## src/rtl/fetch_unit.sv

```systemverilog
// Instruction fetch stage: owns the PC, reads the instruction ROM and loads the IF/ID register.
// Handles stall, redirect and a sticky HALT state on misaligned redirect targets.
module fetch_unit #(
  parameter logic [31:0] RESET_PC  = 32'h0000_0000,
  parameter logic [31:0] NOP_INSTR = 32'h0000_0013
) (
  input  logic        clk,
  input  logic        rst_n,
  input  logic        stall,
  input  logic        redirect_valid,
  input  logic [31:0] redirect_target,
  output logic [31:0] rom_addr,
  input  logic [31:0] rom_instr,
  output logic [31:0] if_pc,
  output logic [31:0] if_instr,
  output logic        if_valid,
  output logic        halted,
  output logic [31:0] fetch_cnt
);

  typedef enum logic {
    RUN  = 1'b0,
    HALT = 1'b1
  } state_t;

  state_t      state_q, state_d;
  logic [31:0] pc_q, pc_d;
  logic [31:0] if_pc_q, if_pc_d;
  logic [31:0] if_instr_q, if_instr_d;
  logic        if_valid_q, if_valid_d;
  logic        halted_q, halted_d;
  logic [31:0] fetch_cnt_q, fetch_cnt_d;
  logic        target_aligned;

  assign target_aligned = (redirect_target[1:0] == 2'b00);

  // Redirect beats stall beats advance; HALT freezes everything until reset.
  always_comb begin
    state_d     = state_q;
    pc_d        = pc_q;
    if_pc_d     = if_pc_q;
    if_instr_d  = if_instr_q;
    if_valid_d  = if_valid_q;
    halted_d    = halted_q;
    fetch_cnt_d = fetch_cnt_q;

    case (state_q)
      RUN: begin
        if (redirect_valid) begin
          if_pc_d    = 32'h0000_0000;
          if_instr_d = NOP_INSTR;
          if_valid_d = 1'b0;
          if (target_aligned) begin
            pc_d = redirect_target;
          end else begin
            state_d  = HALT;
            halted_d = 1'b1;
          end
        end else if (!stall) begin
          if_pc_d     = pc_q;
          if_instr_d  = rom_instr;
          if_valid_d  = 1'b1;
          pc_d        = pc_q + 32'd4;
          fetch_cnt_d = fetch_cnt_q + 32'd1;
        end
      end
      HALT: begin
        if_instr_d = NOP_INSTR;
        if_valid_d = 1'b0;
        halted_d   = 1'b1;
      end
      default: begin
        state_d  = HALT;
        halted_d = 1'b1;
      end
    endcase
  end

  always_ff @(posedge clk or negedge rst_n) begin
    if (!rst_n) begin
      state_q     <= RUN;
      pc_q        <= RESET_PC;
      if_pc_q     <= 32'h0000_0000;
      if_instr_q  <= NOP_INSTR;
      if_valid_q  <= 1'b0;
      halted_q    <= 1'b0;
      fetch_cnt_q <= 32'h0000_0000;
    end else begin
      state_q     <= state_d;
      pc_q        <= pc_d;
      if_pc_q     <= if_pc_d;
      if_instr_q  <= if_instr_d;
      if_valid_q  <= if_valid_d;
      halted_q    <= halted_d;
      fetch_cnt_q <= fetch_cnt_d;
    end
  end

  assign rom_addr  = pc_q;
  assign if_pc     = if_pc_q;
  assign if_instr  = if_instr_q;
  assign if_valid  = if_valid_q;
  assign halted    = halted_q;
  assign fetch_cnt = fetch_cnt_q;

endmodule

```

## config.mk

```make
export PLATFORM = sky130hd
export DESIGN_NAME = fetch_unit
export DESIGN_NICKNAME = d
export VERILOG_FILES = /design/src/rtl/fetch_unit.sv
export SDC_FILE = /design/constraint.sdc
export NUM_CORES = 1
export LEC_CHECK = 0
export ABC_AREA = 0
export CORE_ASPECT_RATIO = 0.6
export CORE_MARGIN = 2
export CORE_UTILIZATION = 46
export DETAILED_ROUTE_END_ITERATION = 7
export PLACE_DENSITY_LB_ADDON = 0.15
export SETUP_SLACK_MARGIN = 0.5
export SLEW_MARGIN = 15
export SYNTH_ARGS = -nofsm -noshare
export SYNTH_HDL_FRONTEND = slang
export SYNTH_SLANG_ARGS = --single-unit
```

## constraint.sdc

```tcl
create_clock -name clk -period 2.4 [get_ports clk]
set_input_delay 0.48 -clock clk [delete_from_list [all_inputs] [get_ports clk]]
set_output_delay 0.48 -clock clk [all_outputs]
set_load 0.1 [all_outputs]
```

==> flow_metrics.env <==
export IMPL_setup_viol=0
export IMPL_yosys_warnings=0
export IMPL_drv_slew=0
export IMPL_fin_crit_sh_pct=79.10
export IMPL_wl_met2_mm=7.733
export IMPL_ioPinCount=198
export IMPL_switching_power_w=0.002079
export IMPL_setup_tns_ns=0
export IMPL_drv_cap=0
export IMPL_critPathLaunchType="flop"
export IMPL_clk_path_buf_depth=2
export IMPL_max_slew_margin_pct=63.27
export IMPL_p_comb_share_pct=19.6
export IMPL_finalCriticalPeriod_ns=1.898
export IMPL_grt_pass1_wl_mm=27.19
export IMPL_start_util_pct=47.50
export IMPL_worst_pin_slew_ns=0.5509
export IMPL_final_hold_viol_count=0
export IMPL_numCtsBuffers=17
export IMPL_syn2layout_area_growth_pct=52.68
export IMPL_dpl_worst_slack_ns=-0.07156
export IMPL_crit_start="rom_addr[14]"
export IMPL_die_w_microns=148.6
export IMPL_htreeDepth=4
export IMPL_core_area_sq_um=12140
export IMPL_fp_row_count=31
export IMPL_power_density_nw_per_um2=739.6
export IMPL_ant_nets=0
export IMPL_rrSetupSlack_ns=0.50
export IMPL_worst_slack_ns=0.5017
export IMPL_fill_cells=849
export IMPL_utilization_pct=72.52
export IMPL_via_count=5198
export IMPL_drc=0
export IMPL_regArea_sq_um=3415
export IMPL_synthTopCellsByArea="dfrtp_1, a22o_1, xnor2_1"
export IMPL_synth_top_area_share_pct=55.54
export IMPL_endpoint="rom_addr[20]"
export IMPL_rsz0062_at_grt="true"
export IMPL_reg2reg_from="rom_addr[14]"
export IMPL_first_pass_iters=5
export IMPL_route_met3_wl_mm=1.550
export IMPL_hp_class="input pin to asynchronous set/reset pin"
export IMPL_drt_iter0_drc=402
export IMPL_routabilityCongestion=0.8223
export IMPL_worst_ep_required_time_ns=2.70
export IMPL_ir_worst_vdd_uv=477.2
export IMPL_clock_root_buffer="clkbuf_16"
export IMPL_clock_sinks=131
export IMPL_grt_pass1_vias=5058
export IMPL_synth_most_common_cell="dfrtp_1"
export IMPL_port_buffers=197
export IMPL_syn_cell_area_sq_um=5767
export IMPL_wl_per_cell_microns=18.89
export IMPL_skew_ns=0.008203
export IMPL_synth_cells=525
export IMPL_vias_per_cell=5.626
export IMPL_switching_share_pct=31.93
export IMPL_syn_avg_cell_area_sq_um=10.98
export IMPL_ys_flop_type="dfrtp_1"
export IMPL_placedCellCount=877
export IMPL_grt_usage_pct=26.09
export IMPL_clkTransAtPathRegs_ns=0.06
export IMPL_internal_power_w=0.004433
export IMPL_grt_overflow_total=0
export IMPL_highest_layer="met4"
export IMPL_seq_area_frac_synth_pct=56.91
export IMPL_synth_cell_types=56
export IMPL_multi_input_area_sq_um=2527
export IMPL_diodes=0
export IMPL_yosysTopAreaCell="dfrtp_1"
export IMPL_met1_length_mm=7.930
export IMPL_p_leak_nw=4.095
export IMPL_synth_edff_count=0
export IMPL_grt_max_degree=56
export IMPL_fmax_ghz=0.5268
export IMPL_ff2ff_path_depth=5
export IMPL_power_w=0.006512
export IMPL_drive_gt1_share_pct=39.00
export IMPL_power_share_clock_pct=42.3
export IMPL_p_seq_share_pct=38.1
export IMPL_arrival_ns=2.19
export IMPL_synth_fp_nets=595
export IMPL_ys_top_cells_by_count="dfrtp_1, a22o_1, nand2_1"
export IMPL_crit_type="flop to flop"
export IMPL_ys_ff_latch=131
export IMPL_routed_wl_mm=17.45
export IMPL_finalNonFillerCells=924
export IMPL_worstSkewPairLatency_ns=0.41
export IMPL_status="finished, final reports clean"
export IMPL_async_flop_share_pct=100.0
export IMPL_dp_hpwl_mm=12.01
export IMPL_cts_tree="built"
export IMPL_fin_nets=816
export IMPL_dieHeight_microns=90.73
export IMPL_die_area_sq_um=13480
export IMPL_r2r_end="rom_addr[20]"
export IMPL_path_max_fanout=8
export IMPL_cp_end_kind="flop"
export IMPL_antenna_found_initial=0
[worst min path at each step]
stage	startpoint	endpoint	slack, ns	depth (start not counted)
2_1_floorplan	rst_n	fetch_cnt[0]	0.18	0
3_3_place_gp	fetch_cnt[31]	fetch_cnt[31]	0.46	1
3_5_place_dp	halted	halted	0.46	1
4_1_cts	rst_n	if_pc[16]	0.04	1
5_1_grt	rst_n	if_pc[15]	0.05	1
6_report	rst_n	if_pc[15]	0.02	1
[power by group through the flow]
stage | clock [W] | combinational, W | sequential [W]
2_1_floorplan | 0 | 0.000169 | 0.00319
3_3_place_gp | 0 | 0.00124 | 0.00251
3_5_place_dp | 0 | 0.00126 | 0.00252
4_1_cts | 0.00278 | 0.00126 | 0.00248
5_1_grt | 0.00289 | 0.00133 | 0.00250
6_report | 0.00275 | 0.00128 | 0.00248
[state kept, by name, indices dropped and copies added, names as in the netlist]
signal and count:
halted 1, rom_addr 32, fetch_cnt 32, if_valid 1
state_q 1, if_instr 32, if_pc 32
[per-stage QoR]
step           cell area, sq um  hold WS, ns
3_5_place_dp               7943       0.4650
5_1_grt                    8805      0.04895
3_3_place_gp               7943       0.4628
6_report                   8805      0.02169
4_1_cts                    8625      0.04136
2_1_floorplan              6041       0.1844
[cell families (layout without fill, tap and decap cells)]
logic type,count (synthesis),count (layout),share of synthesized area [%]
buf+inv,40,274,2.755
mux,2,2,0.3472
xor+xnor,31,31,4.708
simple gates,173,173,15.88
compound gates,146,146,18.96
fa+ha+maj,2,2,0.4339
flops,131,131,56.91
[cell type report]
cell class | instances | share of cell area, %
clock buffers | 20 | 5.073
clock inverters | 12 | 2.046
inverters | 8 | 0.3411
multi-input cells | 354 | 28.71
flip-flops and latches | 131 | 38.78
well taps | 165 | 2.345
repair buffers | 234 | 22.71
[layout by cell type, fill, tap and decap left out, types with 5 or more instances in the layout]
| cell type | n |
|---|---|
| nor2_1 | 27 |
| or3_4 | 5 |
| inv_1 | 7 |
| clkdlybuf4s50_1 | 64 |
| clkbuf_16 | 17 |
| nor2_2 | 6 |
| nand4_1 | 10 |
| and2_1 | 6 |
| a22o_1 | 57 |
| a22oi_1 | 5 |
| xor2_1 | 10 |
| dfrtp_4 | 27 |
| xnor2_1 | 20 |
| a21oi_1 | 18 |
| nand2_1 | 43 |
| a311oi_1 | 5 |
| nor3_4 | 6 |
| and3_1 | 12 |
| o21ai_0 | 24 |
| buf_6 | 6 |
| nor3_1 | 8 |
| dfrtp_1 | 76 |
| dfrtp_2 | 25 |
| nand3_1 | 21 |
| buf_4 | 158 |
[worst max-delay path: stages (launching register included)]
cell	delay, ns
dfrtp_4	0.47
and4_1	0.21
and3_1	0.36
nand2_1	0.18
o32a_1	0.39
o22a_1	0.17
[layer usage]
layer	global-route usage [%]	up-vias
met2	37.92	234
met3	7.879	23
met5	0	-
met1	37.62	2552
met4	8.175	0
li1	-	2389
[what timing repair did]
| item | CTS | global route |
|---|---|---|
| endpoints found under the setup margin | 52 | 32 |
| resized for setup | 6 | 22 |
| cloned | 0 | 1 |
| setup buffers | 4 | 10 |
| pin swaps | 5 | 16 |
| hold buffers | 0 | 0 |
| hold endpoints to repair | 0 | 0 |
Note: power is estimated with default switching activity, not from simulation.
